==> src/rtl/freq_div_sequencer_if.sv <==
// Host-side command handshake and divider-side control bundle for freq_div_sequencer.
// The master modport is the host/testbench view. The slave modport is the sequencer view.
interface freq_div_sequencer_if #(
    parameter int unsigned WIDTH = 32
);
    logic             cmd_valid;
    logic             cmd_ready;
    logic [WIDTH-1:0] cmd_div;
    logic [WIDTH-1:0] cmd_run_len;
    logic             stop;
    logic [WIDTH-1:0] din;
    logic             config_div;
    logic             enable;
    logic             busy;
    logic             done;

    modport master (
        output cmd_valid,
        output cmd_div,
        output cmd_run_len,
        output stop,
        input  cmd_ready,
        input  din,
        input  config_div,
        input  enable,
        input  busy,
        input  done
    );

    modport slave (
        input  cmd_valid,
        input  cmd_div,
        input  cmd_run_len,
        input  stop,
        output cmd_ready,
        output din,
        output config_div,
        output enable,
        output busy,
        output done
    );
endinterface

==> src/rtl/freq_div_sequencer.sv <==
// Loads a divide ratio into the downstream divider while it is disabled, runs it for a
// commanded number of cycles (or until stopped), then drops enable and pulses done.
module freq_div_sequencer #(
    parameter int unsigned WIDTH = 32
) (
    input logic                 clk,
    input logic                 rst,
    freq_div_sequencer_if.slave bus
);

    typedef enum logic [1:0] {
        StIdle,
        StLoad,
        StRun
    } state_e;

    localparam logic [WIDTH-1:0] One = {{(WIDTH-1){1'b0}}, 1'b1};

    state_e           state_q, state_d;
    logic [WIDTH-1:0] din_q, din_d;
    logic [WIDTH-1:0] run_len_q, run_len_d;
    logic [WIDTH-1:0] cnt_q, cnt_d;
    logic             config_div_q, config_div_d;
    logic             enable_q, enable_d;
    logic             done_q, done_d;

    logic cmd_ready;
    logic cmd_accept;
    logic expired;

    // Held low during reset and through LOAD so a command is never taken mid-configure.
    assign cmd_ready  = !rst && (state_q != StLoad) && !bus.stop;
    assign cmd_accept = bus.cmd_valid && cmd_ready;
    assign expired    = (run_len_q != '0) && (cnt_q == run_len_q);

    always_comb begin
        state_d   = state_q;
        din_d     = din_q;
        run_len_d = run_len_q;
        cnt_d     = cnt_q;
        done_d    = 1'b0;

        if (cmd_accept) begin
            din_d     = (bus.cmd_div == '0) ? One : bus.cmd_div;
            run_len_d = bus.cmd_run_len;
        end

        unique case (state_q)
            StIdle: begin
                if (cmd_accept) begin
                    state_d = StLoad;
                    cnt_d   = '0;
                end
            end
            StLoad: begin
                if (bus.stop) begin
                    state_d = StIdle;
                    done_d  = 1'b1;
                    cnt_d   = '0;
                end else begin
                    state_d = StRun;
                    cnt_d   = One;
                end
            end
            StRun: begin
                // A command on the expiry edge retargets rather than finishing.
                if (bus.stop) begin
                    state_d = StIdle;
                    done_d  = 1'b1;
                    cnt_d   = '0;
                end else if (cmd_accept) begin
                    state_d = StLoad;
                    cnt_d   = '0;
                end else if (expired) begin
                    state_d = StIdle;
                    done_d  = 1'b1;
                    cnt_d   = '0;
                end else if (cnt_q != '1) begin
                    cnt_d = cnt_q + One;
                end
            end
            default: begin
                state_d = StIdle;
                cnt_d   = '0;
            end
        endcase

        config_div_d = (state_d == StLoad);
        enable_d     = (state_d == StRun);
    end

    always_ff @(posedge clk or posedge rst) begin
        if (rst) begin
            state_q      <= StIdle;
            din_q        <= One;
            run_len_q    <= '0;
            cnt_q        <= '0;
            config_div_q <= 1'b0;
            enable_q     <= 1'b0;
            done_q       <= 1'b0;
        end else begin
            state_q      <= state_d;
            din_q        <= din_d;
            run_len_q    <= run_len_d;
            cnt_q        <= cnt_d;
            config_div_q <= config_div_d;
            enable_q     <= enable_d;
            done_q       <= done_d;
        end
    end

    assign bus.cmd_ready  = cmd_ready;
    assign bus.din        = din_q;
    assign bus.config_div = config_div_q;
    assign bus.enable     = enable_q;
    assign bus.done       = done_q;
    assign bus.busy       = (state_q != StIdle);

endmodule

==> src/flat_wrapper.sv <==
// flat-port wrapper written by rule: the top's interface ports become plain ports
module freq_div_sequencer_flat 
#(
    parameter int unsigned WIDTH = 32
)
  (clk, rst, bus_cmd_valid, bus_cmd_div, bus_cmd_run_len, bus_stop, bus_cmd_ready, bus_din, bus_config_div, bus_enable, bus_busy, bus_done);
  freq_div_sequencer_if #(.WIDTH(WIDTH)) bus_i ();
  input logic clk;
  input logic rst;
  input wire logic [$bits(bus_i.cmd_valid)-1:0] bus_cmd_valid;
  input wire logic [$bits(bus_i.cmd_div)-1:0] bus_cmd_div;
  input wire logic [$bits(bus_i.cmd_run_len)-1:0] bus_cmd_run_len;
  input wire logic [$bits(bus_i.stop)-1:0] bus_stop;
  output wire logic [$bits(bus_i.cmd_ready)-1:0] bus_cmd_ready;
  output wire logic [$bits(bus_i.din)-1:0] bus_din;
  output wire logic [$bits(bus_i.config_div)-1:0] bus_config_div;
  output wire logic [$bits(bus_i.enable)-1:0] bus_enable;
  output wire logic [$bits(bus_i.busy)-1:0] bus_busy;
  output wire logic [$bits(bus_i.done)-1:0] bus_done;
  assign bus_i.cmd_valid = bus_cmd_valid;
  assign bus_i.cmd_div = bus_cmd_div;
  assign bus_i.cmd_run_len = bus_cmd_run_len;
  assign bus_i.stop = bus_stop;
  assign bus_cmd_ready = bus_i.cmd_ready;
  assign bus_din = bus_i.din;
  assign bus_config_div = bus_i.config_div;
  assign bus_enable = bus_i.enable;
  assign bus_busy = bus_i.busy;
  assign bus_done = bus_i.done;
  freq_div_sequencer #(.WIDTH(WIDTH)) u_core (.clk(clk), .rst(rst), .bus(bus_i));
endmodule
==> config.mk <==
export PLATFORM = sky130hd
export DESIGN_NAME = freq_div_sequencer_flat
export DESIGN_NICKNAME = d
export VERILOG_FILES = /design/src/rtl/freq_div_sequencer_if.sv /design/src/rtl/freq_div_sequencer.sv /design/src/flat_wrapper.sv
export SDC_FILE = /design/constraint.sdc
export NUM_CORES = 1
export LEC_CHECK = 0
export CORE_MARGIN = 1.5
export CORE_UTILIZATION = 30
export CTS_CLUSTER_SIZE = 25
export DETAILED_ROUTE_END_ITERATION = 10
export PLACE_DENSITY_LB_ADDON = 0.05
export SLEW_MARGIN = 20
export SYNTH_ARGS = -nofsm -noshare
export SYNTH_HDL_FRONTEND = slang
export SYNTH_SLANG_ARGS = --single-unit
==> constraint.sdc <==
create_clock -name clk -period 3.4 [get_ports clk]
set_input_delay 0.51 -clock clk [delete_from_list [all_inputs] [get_ports clk]]
set_output_delay 0.51 -clock clk [all_outputs]
set_load 0.005 [all_outputs]
==> results by group <==
Status
  – Run status: complete, no violations

Synthesis
  – Synth cell types: 47
  – Most used DFF post-synth: dfrtp_1
  – Post-synthesis mux area share: 0.003783
  – Compound-Gate Fraction of Synth Area: 0.08109
  – Syn Inst Count: 608
  – YS warnings: 0
  – Post-Synth Simple-Gate Area: 0.3061
  – Async SR Flop Fraction: 1.000
  – Synth Area per Inst: between 8 and 9 um^2
  – Post-synth EDFFs: 0
  – Register area share after synthesis: 0.4778
  – Yosys top cell area share: 0.4728
  – Post-Synth XOR/XNOR Area: 0.05296
  – Main combinational cell family by area after synthesis: simple AND/OR/NAND/NOR gates
  – Synth top area cells: dfrtp_1, nand2_1, nand4_1
  – #FFs+latches synth: 101
  – Syn Nets: about 680
  – Synth Area in Adders: 0.01182
  – Synth Cell Area: 0.005293 mm^2
  – Largest area contributor in the netlist: dfrtp_1

Critical path
  – Reg2reg path depth: 7
  – Worst setup EP type: flip-flop
  – Data required, critical path: 3.67 ns
  – Cell family with most CP delay: simple AND/OR/NAND/NOR gates
  – Startpoint type of the worst setup path: flip-flop
  – Crit-path max FO: 9
  – Worst path slowest cell: nor4_4
  – Critical-path cell list: ha_1 > nand3_2 > nor4_4 > nand2_2 > or4_1 > or3_1 > o221ai_2
  – Crit Path Class: reg -> reg
  – Crit-path max cell delay: 0.60 ns
  – WP depth: 7
  – Worst Path Buf+Inv: 0
  – CP arrival: 2.88 ns
  – Worst reg-to-reg setup slack: 0.79 ns

Clock tree
  – Post_cts resized: 0
  – Clock latency on the worst-skew pair: 0.36 ns
  – Post-CTS Setup Inserts: 0
  – CTS buffer count: 9
  – Clock sink count: between 100 and 150
  – Clock-pin slew on the worst setup and hold paths: approximately 0.080 ns
  – CTS Hold Bufs: 0
  – H-tree levels: 3
  – CTS tree: done
  – CTS Buffer Depth: 2
  – Root buffer cell: clkbuf_16

Final layout
  – Final net count: about 770
  – Antenna Cells: 0
  – Layout cell share with drive strength beyond 1: 0.06374
  – Layout overhead on the synthesized area: 28.42%

Timing
  – Fin crit share: 0.7683
  – Slew @ Worst Pin: approximately 0.76 ns
  – Setup violators final: 0
  – Post-route setup TNS: 0 ns
  – Slew headroom: 0.4898
  – Worst hold slack: approximately 0.46 ns
  – Min cycle time layout: 2.612 ns
  – Fmax: around 380 MHz
  – Clk_skew: about 0.015 ns
  – Count of final hold-check violations: 0
  – Final Slew Violations: 0
  – RSZ-0062 raised after global routing: false

Global route
  – Total grt overflow: 0
  – Largest net degree at the start of global routing: 40
  – Top Usage Layer GRT: met2
  – Vias in the first global route: 4772
  – GRT Resource Usage Total: 0.1807
  – Met2 Usage GRT: 0.2761
  – First-pass GRT wire length: 25560 um
  – Initial antenna violation count: 0
  – Met1 usage: 0.2423
  – GR met3 Demand/Resource: 0.06600

Route
  – Drt via density: 5.038
  – Via count: 4690
  – Drt first pass iters: 5
  – DR iter-0 viols: 212
  – Residual DRC: 0
  – Antenna Nets Post-Route: 0
  – Post-Route WL: between 15000 and 20000 um
  – Wirelength per Cell: around 17 um

Placed design
  – RePlAce Congestion: 0.8595
  – I/O Buffers: around 100
  – Post-DP HPWL: roughly 11000 um

Power and ir drop
  – Combinational share of power: 0.310
  – Switch Pwr: 0.001358 W
  – Sequential power share: 0.437
  – Switch share: 0.3378
  – Clock power share: 0.253
  – Internal Power: about 0.0027 W
  – Peak VDD IR: approximately 0.00030 V
  – PD cells: 591.3 mW/mm^2
  – Static leakage: 2.838 nW

Floorplan
  – Area of the core: 0.01730 mm^2
  – Top Ports: 105
  – Starting density of the core: 0.3060
  – Die H: 135.8 um
  – # rows: 48
  – Die W: 135.8 um
  – Total die area: between 0.015 and 0.02 mm^2

Worst hold path
  – Hold WC Path Type: reg -> reg
  – Cell depth of the worst hold path: 2

Job
  – Max-cap violations: 0
-- layer usage --
layer  wire (um)  up-vias
met4         225        0
li1            -     2285
met5           0        -
met3        1120       19
met1        7140     2252
met2        7150      134
-- registers in the layout, indices dropped and copies added, names as in the netlist --
signal / cells
u_core.bus.done: 1
u_core.bus.enable: 1
u_core.cnt_q: 32
u_core.run_len_q: 32
u_core.bus.config_div: 1
u_core.bus.din: 32
u_core.state_q: 2
-- layout make-up --
class / count / area (um^2)
timing repair buffer: 117 / 1139
clock inverter: 6 / 53.80
sequential: 101 / 2529
inverter: 39 / 148.9
multi-input combinational: 433 / 2416
clock buffer: 10 / 229.0
fill: 1798 / 10500
tap: 225 / 281.5
-- per-stage QoR --
stage | setup slack (ns) | std cells | power, W | cell area [um^2] | util
floorplan | 0.2445 | 608 | 0.002384 | 5293 | -
global placement | 0.8056 | 915 | 0.003031 | 6514 | 0.3766
detailed placement | 0.6991 | 915 | 0.003037 | 6514 | 0.3766
CTS | 0.7786 | 931 | 0.004079 | 6797 | 0.3929
global route | 0.6249 | 931 | 0.004306 | 6797 | 0.3929
finish | 0.7878 | 931 | 0.004019 | 6797 | 0.3929
-- placed cells by master, fill, tap and decap left out, types with 2 or more instances in the layout --
cell type | synthesis | layout
a31oi_1 | 3 | 3
and3_1 | 3 | 3
buf_4 | 3 | 13
clkbuf_16 | 0 | 9
clkdlybuf4s50_1 | 0 | 104
dfrtp_1 | 100 | 100
ha_1 | 5 | 5
inv_1 | 39 | 38
inv_6 | 0 | 3
mux2i_1 | 2 | 2
nand2_1 | 211 | 210
nand2_2 | 1 | 2
nand2b_1 | 5 | 5
nand3_1 | 22 | 22
nand4_1 | 45 | 45
nor2_1 | 12 | 12
nor3_1 | 3 | 3
nor4_1 | 21 | 21
nor4_4 | 2 | 2
o2111ai_1 | 6 | 6
o21ai_0 | 5 | 5
o221ai_1 | 28 | 28
or2_2 | 2 | 2
or3_1 | 4 | 4
or4_1 | 2 | 2
xnor2_1 | 32 | 32
-- tightest hold or removal path, cell delays in order, from the launching register on --
cell	delay, ns
dfstp_2	0.37
nand2_1	0.05
nand2_1	0.04
-- cells in the mapped netlist (2+ instances only) --
cell type  instances
inv_1             39
nand2b_1           5
nor3_1             3
nand3_1           22
buf_6              6
nor4_4             2
a31oi_1            3
o2111ai_1          6
and3_1             3
buf_4              3
nor2_1            12
xnor2_1           32
ha_1               5
and2_1             2
clkbuf_1          21
or2_2              2
or3_1              4
buf_2              3
or4_1              2
mux2i_1            2
o221ai_1          28
o21ai_0            5
nand2_1          211
dfrtp_1          100
nor4_1            21
nand4_1           45
-- power groups by stage --
stage | clock network (W) | logic (W) | registers, W
after detailed placement | 0 | 0.00126 | 0.00178
after CTS | 0.00105 | 0.00127 | 0.00176
after global placement | 0 | 0.00126 | 0.00177
after global routing | 0.00110 | 0.00140 | 0.00180
after floorplan | 0 | 0.000654 | 0.00173
final | 0.00102 | 0.00125 | 0.00175
-- final timing paths --
kind | start | endpoint
worst max-delay path | u_core.cnt_q[0]$_DFFE_PP0P_ | u_core.cnt_q[30]$_DFFE_PP0P_
worst min-delay path | u_core.bus.din[0]$_DFFE_PP1P_ | u_core.bus.din[0]$_DFFE_PP1P_
worst max register to register | u_core.cnt_q[0]$_DFFE_PP0P_ | u_core.cnt_q[30]$_DFFE_PP0P_
worst min register to register | u_core.bus.din[0]$_DFFE_PP1P_ | u_core.bus.din[0]$_DFFE_PP1P_
max in group asynchronous | rst | u_core.run_len_q[31]$_DFFE_PP0P_
min in group asynchronous | rst | u_core.bus.done$_DFF_PP0_
-- kinds of logic (layout without fill, tap and decap cells) --
group           after synthesis  count (layout)
simple gates                343             343
flops                       101             101
buf+inv                      74             172
compound gates               51              51
xor+xnor                     32              32
fa+ha+maj                     5               5
mux                           2               2
(Power assumes the default switching activity.)
